--- config.mk ---
export PLATFORM = sky130hd
export DESIGN_NAME = mem_port_arbiter
export DESIGN_NICKNAME = d
export VERILOG_FILES = /design/src/rtl/mem_port_arbiter.sv
export SDC_FILE = /design/constraint.sdc
export NUM_CORES = 1
export LEC_CHECK = 0
export CAP_MARGIN = 20
export CORE_MARGIN = 2
export CORE_UTILIZATION = 40
export DETAILED_ROUTE_END_ITERATION = 16
export GPL_TIMING_DRIVEN = 0
export PLACE_DENSITY = 0.79
export SYNTH_ARGS = -nofsm -noshare
export SYNTH_HDL_FRONTEND = slang
export SYNTH_SLANG_ARGS = --single-unit
--- constraint.sdc ---
create_clock -name clk -period 2.6 [get_ports clk]
set_input_delay 0.26 -clock clk [delete_from_list [all_inputs] [get_ports clk]]
set_output_delay 0.26 -clock clk [all_outputs]
set_load 0.01 [all_outputs]
--- src/rtl/mem_port_arbiter.sv ---
// Two-requester arbiter for a single memory port: round-robin grant, one
// outstanding transaction, per-transaction timeout with saturating error count.
module mem_port_arbiter #(
  parameter int unsigned TIMEOUT = 64
) (
  input  logic        clk,
  input  logic        rst,
  input  logic        rq_start_0,
  input  logic        rq_start_1,
  input  logic [31:0] rq_addr_0,
  input  logic [31:0] rq_addr_1,
  input  logic [31:0] rq_wdata_0,
  input  logic [31:0] rq_wdata_1,
  input  logic        rq_we_0,
  input  logic        rq_we_1,
  output logic        rq_done_0,
  output logic        rq_done_1,
  output logic [31:0] rq_rdata_0,
  output logic [31:0] rq_rdata_1,
  output logic        rq_err_0,
  output logic        rq_err_1,
  output logic        mem_start,
  output logic [31:0] mem_addr,
  output logic [31:0] mem_wdata,
  output logic        mem_we,
  input  logic        mem_done,
  input  logic [31:0] mem_rdata,
  output logic        busy,
  output logic        grant_id,
  output logic [7:0]  err_count
);

  typedef enum logic [1:0] {ST_IDLE, ST_WAIT, ST_RESP} state_t;

  localparam logic [7:0] TMO_LAST = 8'(TIMEOUT - 1);

  function automatic logic [7:0] sat_inc8(input logic [7:0] v);
    return (v == 8'hFF) ? v : v + 8'd1;
  endfunction

  state_t      state_q, state_d;
  logic        mem_start_q, mem_start_d;
  logic [31:0] mem_addr_q, mem_addr_d;
  logic [31:0] mem_wdata_q, mem_wdata_d;
  logic        mem_we_q, mem_we_d;
  logic        rq_done_0_q, rq_done_0_d;
  logic        rq_done_1_q, rq_done_1_d;
  logic [31:0] rq_rdata_0_q, rq_rdata_0_d;
  logic [31:0] rq_rdata_1_q, rq_rdata_1_d;
  logic        rq_err_0_q, rq_err_0_d;
  logic        rq_err_1_q, rq_err_1_d;
  logic        busy_q, busy_d;
  logic        grant_id_q, grant_id_d;
  logic        last_grant_q, last_grant_d;
  logic [7:0]  err_count_q, err_count_d;
  logic [7:0]  tmo_cnt_q, tmo_cnt_d;

  logic        win;
  logic        finish;
  logic        fin_err;
  logic [31:0] fin_rdata;

  always_comb begin
    state_d      = state_q;
    mem_start_d  = mem_start_q;
    mem_addr_d   = mem_addr_q;
    mem_wdata_d  = mem_wdata_q;
    mem_we_d     = mem_we_q;
    rq_done_0_d  = 1'b0;
    rq_done_1_d  = 1'b0;
    rq_rdata_0_d = rq_rdata_0_q;
    rq_rdata_1_d = rq_rdata_1_q;
    rq_err_0_d   = rq_err_0_q;
    rq_err_1_d   = rq_err_1_q;
    grant_id_d   = grant_id_q;
    last_grant_d = last_grant_q;
    err_count_d  = err_count_q;
    tmo_cnt_d    = tmo_cnt_q;
    win          = 1'b0;
    finish       = 1'b0;
    fin_err      = 1'b0;
    fin_rdata    = 32'd0;

    case (state_q)
      ST_IDLE: begin
        if (rq_start_0 || rq_start_1) begin
          // Under contention the requester not served last time wins.
          win         = (rq_start_0 && rq_start_1) ? ~last_grant_q : rq_start_1;
          grant_id_d  = win;
          mem_addr_d  = win ? rq_addr_1  : rq_addr_0;
          mem_wdata_d = win ? rq_wdata_1 : rq_wdata_0;
          mem_we_d    = win ? rq_we_1    : rq_we_0;
          mem_start_d = 1'b1;
          tmo_cnt_d   = 8'd0;
          state_d     = ST_WAIT;
        end
      end
      ST_WAIT: begin
        // A completion on the terminal count cycle takes priority over timeout.
        if (mem_done) begin
          finish    = 1'b1;
          fin_rdata = mem_we_q ? 32'd0 : mem_rdata;
        end else if (tmo_cnt_q == TMO_LAST) begin
          finish      = 1'b1;
          fin_err     = 1'b1;
          err_count_d = sat_inc8(err_count_q);
        end else begin
          tmo_cnt_d = tmo_cnt_q + 8'd1;
        end
        if (finish) begin
          mem_start_d  = 1'b0;
          last_grant_d = grant_id_q;
          state_d      = ST_RESP;
          if (grant_id_q) begin
            rq_done_1_d  = 1'b1;
            rq_rdata_1_d = fin_rdata;
            rq_err_1_d   = fin_err;
          end else begin
            rq_done_0_d  = 1'b1;
            rq_rdata_0_d = fin_rdata;
            rq_err_0_d   = fin_err;
          end
        end
      end
      ST_RESP: state_d = ST_IDLE;
      default: state_d = ST_IDLE;
    endcase

    busy_d = (state_d != ST_IDLE);
  end

  always_ff @(posedge clk) begin
    if (rst) begin
      state_q      <= ST_IDLE;
      mem_start_q  <= 1'b0;
      mem_addr_q   <= 32'd0;
      mem_wdata_q  <= 32'd0;
      mem_we_q     <= 1'b0;
      rq_done_0_q  <= 1'b0;
      rq_done_1_q  <= 1'b0;
      rq_rdata_0_q <= 32'd0;
      rq_rdata_1_q <= 32'd0;
      rq_err_0_q   <= 1'b0;
      rq_err_1_q   <= 1'b0;
      busy_q       <= 1'b0;
      grant_id_q   <= 1'b0;
      last_grant_q <= 1'b1;
      err_count_q  <= 8'd0;
      tmo_cnt_q    <= 8'd0;
    end else begin
      state_q      <= state_d;
      mem_start_q  <= mem_start_d;
      mem_addr_q   <= mem_addr_d;
      mem_wdata_q  <= mem_wdata_d;
      mem_we_q     <= mem_we_d;
      rq_done_0_q  <= rq_done_0_d;
      rq_done_1_q  <= rq_done_1_d;
      rq_rdata_0_q <= rq_rdata_0_d;
      rq_rdata_1_q <= rq_rdata_1_d;
      rq_err_0_q   <= rq_err_0_d;
      rq_err_1_q   <= rq_err_1_d;
      busy_q       <= busy_d;
      grant_id_q   <= grant_id_d;
      last_grant_q <= last_grant_d;
      err_count_q  <= err_count_d;
      tmo_cnt_q    <= tmo_cnt_d;
    end
  end

  assign rq_done_0  = rq_done_0_q;
  assign rq_done_1  = rq_done_1_q;
  assign rq_rdata_0 = rq_rdata_0_q;
  assign rq_rdata_1 = rq_rdata_1_q;
  assign rq_err_0   = rq_err_0_q;
  assign rq_err_1   = rq_err_1_q;
  assign mem_start  = mem_start_q;
  assign mem_addr   = mem_addr_q;
  assign mem_wdata  = mem_wdata_q;
  assign mem_we     = mem_we_q;
  assign busy       = busy_q;
  assign grant_id   = grant_id_q;
  assign err_count  = err_count_q;

endmodule

# ---- After elaboration in Yosys (flattened, before gate mapping)
# Index checks and enable logic that the tools add are counted.
dict set report op_classes {
  add_sub_neg 2
  eq_ne 7
  muxes 22
  bitwise_logic 6
  reduce_logical 13
}
# op n
set ops {}
lappend ops {{$mux 32} 4}
lappend ops {{$mux 8} 3}
lappend ops {{$add 8x1->8 const B} 2}
lappend ops {{$pmux 8 s2} 1}
lappend ops {{$mux 1} 10}
lappend ops {{$reduce_and 3->1} 3}
lappend ops {{$eq 8x6->1 const B} 1}
lappend ops {{$eq 8x8->1 const B} 1}
lappend ops {{$ne 2x2->1 const B} 4}
lappend ops {{$reduce_and 4->1} 2}
lappend ops {{$not 1->1} 6}
lappend ops {{$mux 2} 2}
lappend ops {{$pmux 2 s2} 1}
lappend ops {{$reduce_and 2->1} 2}
lappend ops {{$reduce_bool 2->1} 2}
lappend ops {{$reduce_or 3->1} 1}
lappend ops {{$eq 2x1->1 const B} 1}
lappend ops {{$logic_not 2->1} 1}
lappend ops {{$pmux 1 s2} 1}
lappend ops {{$logic_and 1x1->1} 1}
lappend ops {{$logic_or 1x1->1} 1}
dict set report totals {
  register_bits 155
  inputBits 167
  out_inout_bits 144
  word_cells 66
}

# ---- Logic depth before layout (Yosys ltp)
dict set report logic_depth {
  word_depth 7
  mapped_depth 7
  ltp_nobuf 5
}

# ---- Least setup slack after synthesis
# No wires, ideal clock.
dict set report synth_path {
  kind {register -> register}
  startpoint {reg state_q[0]}
  endpoint {reg err_count_q[3], in the netlist err_count[3]}
  t_arrival_ns 1.959
  setup_slack_ns 0.571
  stages_incl_launch_ff 6
  synth_period_minus_slack_ns 2.029
  cell_sequence {dfxtp_1 > or3b_4 > or4_1 > buf_2 > or4_1 > a21oi_1}
}
dict set report synth_via {
  elab_chain_len 2
}
# element line_no
set synth_lines {}
lappend synth_lines {{from (decl)} 41} ;# state_t state_q, state_d;
lappend synth_lines {{from (signal assigned)} 151} ;# state_q <= state_d;
lappend synth_lines {{$eq 2x1->1} 84} ;# case (state_q)
lappend synth_lines {{$reduce_and 4->1 (no line)} -}
lappend synth_lines {{to (signal assigned)} 165} ;# err_count_q <= err_count_d;
lappend synth_lines {{to (decl)} 55} ;# logic [7:0] err_count_q, err_count_d;
# Every way passes these cells.
# A chain may end at the register's enable or synchronous reset.

# ---- Worst setup path in the final report
dict set report layout_path {
  startpoint {reg tmo_cnt_q[0]}
  endpoint {reg rq_rdata_0_q[28], in the netlist rq_rdata_0[28]}
}
dict set report layout_via {
  elab_chain_len 5
}
# element line_no
set layout_lines {}
lappend layout_lines {{from (decl)} 56} ;# logic [7:0] tmo_cnt_q, tmo_cnt_d;
lappend layout_lines {{from (signal assigned)} 166} ;# tmo_cnt_q <= tmo_cnt_d;
lappend layout_lines {{$eq 8x6->1} 103} ;# end else if (tmo_cnt_q == TMO_LAST) begin
lappend layout_lines {{$mux 1} 103}
lappend layout_lines {{$mux 1} 100} ;# if (mem_done) begin
lappend layout_lines {{$mux 1} 84}
lappend layout_lines {{$reduce_and 3->1 (no line)} -}
lappend layout_lines {{to (signal assigned)} 158} ;# rq_rdata_0_q <= rq_rdata_0_d;
lappend layout_lines {{to (decl)} 48} ;# logic [31:0] rq_rdata_0_q, rq_rdata_0_d;
# Every way passes these cells. The select of a mux whose other input is x is not followed.

==> impl_metrics.yaml <==
critical_path:
  arrival_ns: 2.61
  critPathKind: "reg -> reg"
  crit_fanout: 10
  end_kind: "flip-flop"
  cp-start-kind: "flip-flop"
  cp.required_ns: 2.91
  reg2regPathDepth: 6
  timing.rr.end: "rq_rdata_0[28]"
  r2r-start: "tmo_cnt_q[0]"
  startpoint: "tmo_cnt_q[0]"
  r2r_slack_ns: 0.30
routing:
  drc: 0
  vias: 5830
  totalWireLength_mm: 20.2
  initialDrtViolationCount: 266
  post_drt_wl_per_cell_um: 18.3
  first_pass_iters: 5
  antenna_left: 0
  viasPerCell: 5.29
synthesis:
  synthArstFlopShare_pct: 0
  yosysTopAreaCellShare_pct: 52.0
  synth-edff-count: 0
  syn_area_um2: 5960
  syn_inst: 577
  ys_seq_elements: 155
  synth_nets: 746
  synth_top_area_cell: "dfxtp_1"
  synth-seq-area-share_pct: 52.0
  synth_ff_type: "dfxtp_1"
  synth.distinct_cells: 47
  syn_avg_cell_area_um2: 10.3
  yosysWarnings: 0
  yosys-top-cells-area: "dfxtp_1, mux2i_1, a22o_1"
timing:
  holdWs_ns: 0.454
  fmax_mhz: 435
  clock_skew_ns: 0.00768
  rsz0062_at_grt: "false"
  fin_crit_ns: 2.30
  worst_pin_slew_ns: 0.853
  finalSetupViolations: 0
  hold_viol: 0
  slew-limit-headroom_pct: 42.3
  finalCritPeriodShare_pct: 88.4
  maxSlewViolCount: 0
clock_network:
  clock_sinks: 155
  cts-root-buf: "clkbuf_16"
  numCtsBuffers: 17
  cts_tree: "done"
  clkLatencyLatePin_ns: 0.42
  clkTransAtPathRegs_ns: 0.06
  cts.path.max_buffers: 2
  h-tree-depth: 4
cells_and_area:
  final_nets: 1074
  layout_common_cells: "clkdlybuf4s50_1, dfxtp_1, nor2_1, a211oi_1, mux2i_1"
  drive_gt1_share_pct: 4.58
  final_cell_area_um2: 9850
  layout_commonest_cell: "clkdlybuf4s50_1"
  syn_to_final_growth_pct: 65.3
global_routing:
  met2_usage_pct: 43.2
  gr-usage-all-layers_pct: 25.3
  grtUsageMet3_pct: 7.69
  grt_pass1_vias: 5754
  gr-total-overflow: 0
  grt-busiest-layer: "met2"
  grt_max_degree: 17
  met1_usage_pct: 30.1
  antenna_found_initial: 1
  grt_pass1_wl_mm: 31.5
placed_design:
  place_area_um2: 9290
  dp.final_hpwl_mm: 15.5
  port-buffer-count: 309
  gp_congestion: 0.840
floorplan:
  rows: 44
  core_um2: 14500
  design.die.area_um2: 15900
  io_pins: 311
  initial_core_util_pct: 41.0
  die_w_um: 126
  dieHeight_um: 126
min_path:
  min-delay-start: "rst"
  hold_class: "in -> reg"
  whs_endpoint: "state_q[1]"
  whs_path_depth: 4
power_and_ir_drop:
  p_leak_nw: 3.63
  irDropWorstVdd_v: 0.000442
  power.density_nw_per_um2: 623
run:
  max_cap_viol_count: 0
status:
  status: "finished, final reports clean"
==> cells in the mapped netlist, types with 2 or more instances <==
cell      count
o211ai_1      2
dfxtp_1     155
buf_2         5
a31oi_1       4
o31ai_1       6
nand2_1       5
and3_1        3
a22o_1       64
or4_1         8
o21ai_0       2
buf_1         6
o21ai_1       2
mux2i_1      65
nand4_1       2
nand3_1      14
and2_1        2
nor2b_1       2
a211oi_1     68
or3_1         5
a21oi_1      18
nor3_1        3
clkbuf_1     37
o41ai_1       2
ha_1          2
inv_1         3
nor2_1       71
==> kinds of logic (layout without fill, tap and decap cells) <==
logic type,Yosys count,after routing,share of synthesized area (%)
adder cells (fa/ha/maj),2,2,0.420
flip-flops,155,155,52.0
AO/OA/AOI/OAI,174,174,22.3
AND/OR/NAND/NOR,127,127,10.4
multiplexers,65,65,10.9
other,0,1,0
buffers and inverters,54,394,3.88
==> critical path, cell delays in order (launching register included) <==
cell and delay (ns):
dfxtp_1 0.42, ha_1 0.25, nor4bb_2 0.43, a21o_1 0.30, a21oi_1 0.19, clkbuf_1 0.30, a22o_1 0.30
==> report_power, final <==
part	switching (W)	internal [W]	leakage, nW	total, W
Clock	0.000969	0.00140	0.261	0.00237
Combinational	0.000515	0.000641	2.10	0.00116
Sequential	0.0000841	0.00253	1.27	0.00261
Total	0.00157	0.00457	3.63	0.00614
==> worst max path at each step <==
stage / end / slack (ns) / cells after the start
2_1_floorplan: err_count[3] / 0.57 / 5
5_1_grt: rq_rdata_1[14] / 0.1 / 6
4_1_cts: rq_rdata_1[27] / 0.19 / 6
6_report: rq_rdata_0[28] / 0.30 / 6
3_3_place_gp: mem_addr[4] / -0.13 / 6
3_5_place_dp: mem_addr[4] / -0.15 / 6
==> state kept, by name (all words and copies together), names as in the netlist, 2 cells and up <==
register / cells
err_count: 8
mem_addr: 32
mem_wdata: 32
rq_rdata_0: 32
rq_rdata_1: 32
state_q: 2
tmo_cnt_q: 8
==> layer usage <==
metal	up-vias	share of wire (%)	routed length (µm)
met5	-	0	0
met4	0	2.2	448
met3	29	6.7	1350
met2	198	50	10100
met1	2776	41	8290
li1	2827	-	-
==> through the flow <==
| stage | setup TNS, ns | instances | total power [W] | util [%] | setup WS, ns |
|---|---|---|---|---|---|
| 2_1_floorplan | 0 | 577 | 0.00312 | - | 0.571 |
| 3_3_place_gp | -0.970 | 1070 | 0.00381 | 63.9 | -0.126 |
| 3_5_place_dp | -2.04 | 1070 | 0.00382 | 63.9 | -0.153 |
| 4_1_cts | 0 | 1101 | 0.00618 | 67.7 | 0.191 |
| 5_1_grt | 0 | 1102 | 0.00638 | 67.8 | 0.0962 |
| 6_report | 0 | 1102 | 0.00614 | 67.8 | 0.301 |
==> repair_timing <==
item,CTS,global route
hold buffers,0,0
resized for setup,0,1
setup endpoints to repair,0,54
setup buffers,0,0
==> area by class of cell <==
class                   instances  area [µm²]
fillers                      1175        4680
repair buffers                309        3090
plain buffers                  51         220
clock inverters                12         126
inverters                       3        11.3
clock buffers                  19         433
diodes                          1        2.50
multi-input cells             368        2640
well taps                     184         230
flip-flops and latches        155        3100
Note: power is estimated with default switching activity, not from simulation.
